File: config.mk
export PLATFORM = sky130hd
export DESIGN_NAME = mbist_repair_addr
export DESIGN_NICKNAME = d
export VERILOG_FILES = /design/src/rtl/mbist_pkg.sv /design/src/rtl/mbist_repair_entry.sv /design/src/rtl/mbist_repair_addr.sv
export SDC_FILE = /design/constraint.sdc
export NUM_CORES = 1
export LEC_CHECK = 0
export BUFFER_PORTS_ARGS = -buffer_cell sky130_fd_sc_hd__buf_4
export CORE_MARGIN = 5
export CORE_UTILIZATION = 55
export DETAILED_ROUTE_END_ITERATION = 12
export PLACE_DENSITY = 0.84
export SKIP_LAST_GASP = 1
export SYNTH_ARGS = -nofsm -noshare
export SYNTH_HDL_FRONTEND = slang
export SYNTH_HIERARCHICAL = 1
export SYNTH_SLANG_ARGS = --single-unit
File: constraint.sdc
create_clock -name clk -period 5.2 [get_ports clk]
set_clock_uncertainty 0.05 [all_clocks]
set_input_delay 0.26 -clock clk [delete_from_list [all_inputs] [get_ports clk]]
set_output_delay 0.26 -clock clk [all_outputs]
set_load 0.01 [all_outputs]
File: src/rtl/mbist_pkg.sv
// Shared definitions for the MBIST repair-address table: table depth,
// derived counter/index widths and the lookup priority-encoder result type.
package mbist_pkg;

    // Number of repairable rows (spare rows) available to the table.
    localparam int BIST_ERR_LIMIT = 4;

    // entry_cnt must represent 0..BIST_ERR_LIMIT inclusive.
    localparam int BIST_CNT_WD = $clog2(BIST_ERR_LIMIT) + 1;

    // Index of a single entry; kept at least one bit wide for a 1-deep table.
    localparam int BIST_IDX_WD = (BIST_ERR_LIMIT > 1) ? $clog2(BIST_ERR_LIMIT) : 1;

    // Result of the lowest-index match search over all entries.
    typedef struct packed {
        logic                   hit;
        logic [BIST_IDX_WD-1:0] idx;
    } lkp_t;

endpackage

File: src/rtl/mbist_repair_entry.sv
// One repair-table entry: a valid bit and a stored failing address, plus
// the two equality comparators used by capture (duplicate detection) and
// by functional lookup. The stored address is left untouched by clear.
module mbist_repair_entry
    import mbist_pkg::*;
#(
    parameter int BIST_ADDR_WD = 9
) (
    input  logic                    clk,
    input  logic                    rst,
    input  logic                    clear,
    input  logic                    load,
    input  logic [BIST_ADDR_WD-1:0] cap_addr,
    input  logic [BIST_ADDR_WD-1:0] lk_addr,
    output logic                    valid,
    output logic                    cap_match,
    output logic                    lk_match
);

    logic [BIST_ADDR_WD-1:0] stored_addr;

    // Valid bit: cleared by rst or clear; set when this slot is loaded.
    always_ff @(posedge clk) begin
        if (rst) begin
            valid <= 1'b0;
        end else if (clear) begin
            valid <= 1'b0;
        end else if (load) begin
            valid <= 1'b1;
        end
    end

    // Address field: written on load only, never reset, so clear keeps it.
    always_ff @(posedge clk) begin
        if (load) begin
            stored_addr <= cap_addr;
        end
    end

    // Comparators only report a match against a live entry.
    always_comb begin
        cap_match = valid && (stored_addr == cap_addr);
        lk_match  = valid && (stored_addr == lk_addr);
    end

endmodule

File: src/rtl/mbist_repair_addr.sv
// Repair-address table placed after the MBIST comparator. Captures each
// distinct correctable failing address (up to BIST_ERR_LIMIT) in fill
// order and, during functional access, remaps a stored failing address to
// spare row BIST_REPAIR_ADDR_START + entry index with one cycle of latency.
module mbist_repair_addr
    import mbist_pkg::*;
#(
    parameter int                      BIST_ADDR_WD           = 9,
    parameter logic [BIST_ADDR_WD-1:0] BIST_ADDR_START        = 9'h000,
    parameter logic [BIST_ADDR_WD-1:0] BIST_ADDR_END          = 9'h1F8,
    parameter logic [BIST_ADDR_WD-1:0] BIST_REPAIR_ADDR_START = 9'h1FC,
    parameter int                      BIST_RAD_WD_I          = BIST_ADDR_WD,
    parameter int                      BIST_RAD_WD_O          = BIST_ADDR_WD
) (
    input  logic                     clk,
    input  logic                     rst,
    input  logic                     clear,
    input  logic                     error_correct,
    input  logic [BIST_ADDR_WD-1:0]  error_addr,
    input  logic                     addr_req,
    input  logic [BIST_RAD_WD_I-1:0] addr_in,
    output logic                     addr_vld,
    output logic [BIST_RAD_WD_O-1:0] addr_out,
    output logic                     addr_hit,
    output logic [BIST_CNT_WD-1:0]   entry_cnt,
    output logic                     table_full,
    output logic                     overflow
);

    // Elaboration-time sanity of the address map: the testable range must
    // be ordered and the spare rows must sit above it.
    if (BIST_ADDR_END < BIST_ADDR_START) begin : g_bad_range
        $error("mbist_repair_addr: BIST_ADDR_END below BIST_ADDR_START");
    end
    if (BIST_REPAIR_ADDR_START <= BIST_ADDR_END) begin : g_bad_spare
        $error("mbist_repair_addr: spare rows overlap the testable range");
    end

    // Lowest-index match wins; duplicates are never stored, so in practice
    // at most one bit of match is set.
    function automatic lkp_t prio_enc(input logic [BIST_ERR_LIMIT-1:0] match);
        lkp_t r;
        r.hit = |match;
        r.idx = '0;
        for (int i = BIST_ERR_LIMIT - 1; i >= 0; i--) begin
            if (match[i]) begin
                r.idx = BIST_IDX_WD'(i);
            end
        end
        return r;
    endfunction

    // Spare-row address for entry idx, modulo 2^BIST_RAD_WD_O.
    function automatic logic [BIST_RAD_WD_O-1:0] spare_row(input logic [BIST_IDX_WD-1:0] idx);
        return BIST_RAD_WD_O'(BIST_REPAIR_ADDR_START) + BIST_RAD_WD_O'(idx);
    endfunction

    logic [BIST_ERR_LIMIT-1:0] valid_vec;
    logic [BIST_ERR_LIMIT-1:0] cap_match_vec;
    logic [BIST_ERR_LIMIT-1:0] lk_match_vec;
    logic [BIST_ERR_LIMIT-1:0] load_vec;
    logic [BIST_ADDR_WD-1:0]   lk_addr;
    logic                      dup;
    logic                      cap_we;
    logic                      ovf_set;
    lkp_t                      lkp;
    logic [BIST_RAD_WD_O-1:0]  remap;

    logic                      addr_vld_p1;
    logic [BIST_RAD_WD_O-1:0]  addr_out_p1;
    logic                      addr_hit_p1;

    // Functional address is zero-extended or truncated to table width.
    assign lk_addr = BIST_ADDR_WD'(addr_in);

    // Entry array: slot i is loaded when a capture lands while entry_cnt == i.
    for (genvar i = 0; i < BIST_ERR_LIMIT; i++) begin : g_entry
        assign load_vec[i] = cap_we && (entry_cnt == BIST_CNT_WD'(i));

        mbist_repair_entry #(
            .BIST_ADDR_WD (BIST_ADDR_WD)
        ) u_entry (
            .clk       (clk),
            .rst       (rst),
            .clear     (clear),
            .load      (load_vec[i]),
            .cap_addr  (error_addr),
            .lk_addr   (lk_addr),
            .valid     (valid_vec[i]),
            .cap_match (cap_match_vec[i]),
            .lk_match  (lk_match_vec[i])
        );
    end

    // Capture decision: duplicates are ignored, a new address either takes
    // the next free slot or flags overflow. clear suppresses both.
    always_comb begin
        table_full = (entry_cnt == BIST_CNT_WD'(BIST_ERR_LIMIT));
        dup        = |cap_match_vec;
        cap_we     = error_correct && !clear && !dup && !table_full;
        ovf_set    = error_correct && !clear && !dup && table_full;
    end

    // Fill pointer / entry count tracks how many slots hold valid entries.
    always_ff @(posedge clk) begin
        if (rst) begin
            entry_cnt <= '0;
        end else if (clear) begin
            entry_cnt <= '0;
        end else if (cap_we) begin
            entry_cnt <= entry_cnt + BIST_CNT_WD'(1);
        end
    end

    // Sticky overflow: held until clear or rst.
    always_ff @(posedge clk) begin
        if (rst) begin
            overflow <= 1'b0;
        end else if (clear) begin
            overflow <= 1'b0;
        end else if (ovf_set) begin
            overflow <= 1'b1;
        end
    end

    // Lookup against the pre-edge table; a miss passes the address through.
    always_comb begin
        lkp   = prio_enc(lk_match_vec);
        remap = lkp.hit ? spare_row(lkp.idx) : BIST_RAD_WD_O'(addr_in);
    end

    // ---- stage p1: registered lookup result ----
    // Output register; rst discards any in-flight result.
    always_ff @(posedge clk) begin
        if (rst) begin
            addr_vld_p1 <= 1'b0;
            addr_out_p1 <= '0;
            addr_hit_p1 <= 1'b0;
        end else begin
            addr_vld_p1 <= addr_req;
            if (addr_req) begin
                addr_out_p1 <= remap;
                addr_hit_p1 <= lkp.hit;
            end
        end
    end

    assign addr_vld = addr_vld_p1;
    assign addr_out = addr_out_p1;
    assign addr_hit = addr_hit_p1;

endmodule

# ---- Yosys cells after proc, flatten, opt, wreduce, memory -nomap -nowiden
# Cells that the tools add are included.
dict set report totals {
  ff_bits 55
  output_inout_bits 16
  elab_cells 55
}
dict set report op_classes {
  add_sub_neg 2
  n_eq_ne 12
  muxes 5
  n_reduce_logical 23
}
# op n
set op_table {}
lappend op_table {{9-bit equality test} 8}
lappend op_table {{1-bit logical AND} 16}
lappend op_table {{9-bit two-way mux} 1}
lappend op_table {{2-bit two-way mux} 4}
lappend op_table {{4-bit OR reduction} 2}
lappend op_table {{3-bit by 2-bit equality test with 1-bit output (second input constant)} 2}
lappend op_table {{3-bit by 3-bit adder with 4-bit output (first input constant)} 1}
lappend op_table {{3-bit by 1-bit adder with 3-bit output (second input constant)} 1}
lappend op_table {{3-bit by 1-bit equality test with 1-bit output (second input constant)} 1}
lappend op_table {{3-bit equality test (second input constant)} 1}
lappend op_table {{1-bit logical NOT} 3}
lappend op_table {{3-bit logical NOT} 1}
lappend op_table {{2-bit OR reduction} 1}

# ---- Depth between registers and ports, before layout
dict set report depth {
  depth_word 8
  depth_mapped 8
}

# ---- By module
# Netlist, hierarchy kept.
# module instances cells_per_inst area_per_inst_um2
set by_module_without_submodules {}
lappend by_module_without_submodules {mbist_repair_entry 4 38 504.2}
lappend by_module_without_submodules {mbist_repair_addr 1 84 732.0}

# ---- Least setup slack after synthesis
# No wires, ideal clock.
dict set report synth_path {
  path_type {flip-flop to flip-flop}
  startpoint {register g_entry[1].u_entry.stored_addr[8]}
  endpoint {register g_entry[2].u_entry.stored_addr[0] (enable)}
  setup_ns 0.391
  arrival_time_ns 1.984
  required_time_ns 4.759
  slack_ns 2.775
  stages_incl_launch_ff 7
  n_path_buf 0
  path_cell_list {edfxtp_1 xnor2_1 nand4_1 nor3_1 nor4b_4 nand2_1 nor3b_1}
}
dict set report synth_via {
  elab_chain_cells 7
}
# item line
set synth_rtl {}
lappend synth_rtl {{start: declaration} mbist_repair_entry.sv:20} ;# logic [BIST_ADDR_WD-1:0] stored_addr;
lappend synth_rtl {{start signal: assignment} mbist_repair_entry.sv:36} ;# stored_addr <= cap_addr;
lappend synth_rtl {{9-bit equality test} mbist_repair_entry.sv:42} ;# cap_match = valid && (stored_addr == cap_addr);
lappend synth_rtl {{1-bit logical AND} mbist_repair_entry.sv:42}
lappend synth_rtl {{net cap_match_vec[1]} mbist_repair_addr.sv:59} ;# logic [BIST_ERR_LIMIT-1:0] cap_match_vec;
lappend synth_rtl {{4-bit OR reduction} mbist_repair_addr.sv:99} ;# dup = |cap_match_vec;
lappend synth_rtl {{1-bit logical NOT} mbist_repair_addr.sv:100} ;# cap_we = error_correct && !clear && !dup && !table_full;
lappend synth_rtl {{1-bit logical AND (2 in a row)} mbist_repair_addr.sv:100}
lappend synth_rtl {{1-bit logical AND} mbist_repair_addr.sv:78} ;# assign load_vec[i] = cap_we && (entry_cnt == BIST_CNT_WD'(i));
lappend synth_rtl {{net load_vec[2]} mbist_repair_addr.sv:61} ;# logic [BIST_ERR_LIMIT-1:0] load_vec;
lappend synth_rtl {{end signal: assignment} mbist_repair_entry.sv:36}
lappend synth_rtl {{end: declaration} mbist_repair_entry.sv:20}
# The timed path passes the listed nets, and every way through them passes these cells.
# A chain may end at the register's enable or synchronous reset.

# ---- Final worst setup path
dict set report layout_path {
  startpoint {register g_entry[1].u_entry.stored_addr[0]}
  endpoint {register g_entry[2].u_entry.stored_addr[2] (enable)}
}
# Same word-level chain as after synthesis.

==> out/qor.yml <==
status: "completed"
synthTopCellsByArea: "edfxtp_1 (39%), xnor2_1 (23%), dfxtp_1 (14%)"
cts.sinks: 55
required_ns: 5.17
first_iter_violations: 158
endpoint_kind: "flop"
cts-buffers-inserted: 5
post_cts_resized: 0
ant_nets: 0
crit_start: "g_entry[1].u_entry/stored_addr[0]"
area_growth_pct: 18.2
clk_path_buf_depth: 2
syn_area_per_cell_um2: 11.6
yosysWarnings: 6
dieArea_mm2: 0.00651
vias_per_cell: 5.34
portBuffers: 38
crit_type: "reg -> reg"
netlist_area_mm2: 0.00275
wl_mm: 5.58
gp_congestion: 0.772
layout.nets: 310
first_pass_iters: 4
path_clk_slew_ns: 0.09
num_rows: 25
hold_violations: 0
clock.fmax_ghz: 0.470
drive_gt1_share_pct: 19.8
rr_startpoint: "g_entry[1].u_entry/stored_addr[0]"
reg2reg_depth: 7
p_leak_uw: 0.00108
cts_setup_buffers: 0
grt_pass1_vias: 1924
syn_nets: 264
worstSetupEndpoint: "g_entry[2].u_entry/stored_addr[2]"
cts_max_level: 2
yosysSeqAreaShare_pct: 53.2
grt_remaining_overflow: 0
grt_pass1_wl_mm: 9.20
slew_viol_final: 0
post_layout_nonfiller_instances: 350
yosysTopAreaCell: "edfxtp_1"
netlist_instances: 236
wire_per_inst_um: 15.9
antenna_found_initial: 0
cp-start-kind: "flop"
finalSetupViolations: 0
io_pins: 39
synthFlopType: "edfxtp_1"
period_minus_slack_ns: 2.13
min_path_type: "in -> reg"
final_common_cell: "xnor2_1"
critPathMaxFanout: 10
cts_root_buffer: "clkbuf_8"
clk_latency_ns: 0.31
synth_edf_count: 36
async_flop_share_pct: 0
chipHeight_um: 80.7
core_area_mm2: 0.00479
maxCapViolCount: 0
peakVddDrop_mv: 0.133
tightest_slew_ns: 0.464
cp.arrival_ns: 2.10
grt_max_degree: 20
placed_cells: 342
fin_setup_tns_ns: 0
relSlewSlack_pct: 68.8
ctsHoldBuffers: 0
vias: 1868
rsz0062_at_grt: "false"
synth_top_area_share_pct: 39.3
fp.dieW_um: 80.7
hp-start: "clear"
antenna_cells: 0
ys_types: 29
reg2reg_slack_ns: 3.07
start_util_pct: 57.4
mostFrequentLayoutCells: "xnor2_1 (72), buf_4 (41), edfxtp_1 (36)"
p_per_area_mw_per_mm2: 269
r2r_end: "g_entry[2].u_entry/stored_addr[2]"
drc_errors: 0
period_share_pct: 40.9
cts_tree: "done"
grt.total_usage_pct: 19.1
synth_seq_cells: 55
dpl.hpwl_mm: 4.37
-- through the flow --
stage	total power, µW	hold slack, ns	worst slack, ns	utilization, %	cell area, µm²
finish	875	0.161	3.07	67.9	3250
global route	912	0.148	2.84	67.9	3250
CTS	885	0.144	3.04	67.9	3250
detailed placement	594	0.411	3.04	65.4	3130
global placement	592	0.408	3.17	65.4	3130
floorplan	544	0.282	2.77	-	2750
-- cells in the mapped netlist, types with 3 or more instances --
library cell and n:
inv_1 3, nor3b_1 3, xnor2_1 72, nor2_1 23, nor2b_1 3, nand2_1 14
edfxtp_1 36, nor3_1 11, o21a_1 7, nor3_2 4, dfxtp_1 19, nand4_1 17
ha_1 5
-- flip-flops by register name, summed over array words and instances (netlist names) --
signal and count:
entry_cnt 3, g_entry.u_entry/stored_addr 36, addr_vld 1, overflow 1, addr_hit 1, g_entry.u_entry/valid 4
addr_out 9
-- how the worst min path moves through the flow --
| stage | cells after the start | endpoint |
|---|---|---|
| 2_1_floorplan | 1 | addr_vld |
| 3_3_place_gp | 2 | addr_out[1] |
| 3_5_place_dp | 2 | addr_out[1] |
| 4_1_cts | 2 | g_entry[0].u_entry/valid |
| 5_1_grt | 2 | g_entry[0].u_entry/valid |
| 6_report | 2 | overflow |
-- cell type report --
type	count	area, µm²
clock buffer	6	82.6
inverter	3	11.3
fill	346	1540
timing repair buffer	41	308
tap	67	83.8
clock inverter	2	35.0
sequential	55	1460
multi-input combinational	176	1270
-- cells by family (layout without fill, tap and decap cells) --
| logic type | Yosys count | after routing | synth area share [%] |
|---|---|---|---|
| AO/OA/AOI/OAI | 16 | 16 | 4.28 |
| XOR/XNOR | 72 | 72 | 22.9 |
| adder cells (fa/ha/maj) | 5 | 5 | 2.28 |
| buffers and inverters | 5 | 52 | 0.728 |
| flip-flops | 55 | 55 | 53.2 |
| multiplexers | 2 | 2 | 0.728 |
| AND/OR/NAND/NOR | 81 | 81 | 15.9 |
-- critical path, cell delays in order (launching register included) --
cell and delay, ns:
edfxtp_1 0.44, xnor2_1 0.15, nand4_1 0.11, nor3_1 0.09
nor4b_4 0.36, nand2_1 0.16, nor3b_1 0.25, buf_4 0.22
-- where the power goes --
part / switching (µW) / internal (µW)
registers: 6.18 / 475
clock network: 136 / 156
logic: 51.9 / 50.2
-- routing by layer --
metal  wire length [µm]  global-route usage, %  part of all wire, %  vias up
met5                  0                      0                    0        -
met4                 76                   6.08                  1.4        0
met3                278                   4.26                  5.0        7
met2               2800                   34.3                   50       46
met1               2420                   22.3                   43      895
li1                   -                      -                    -      920
Power figures use the tool's default switching activity.
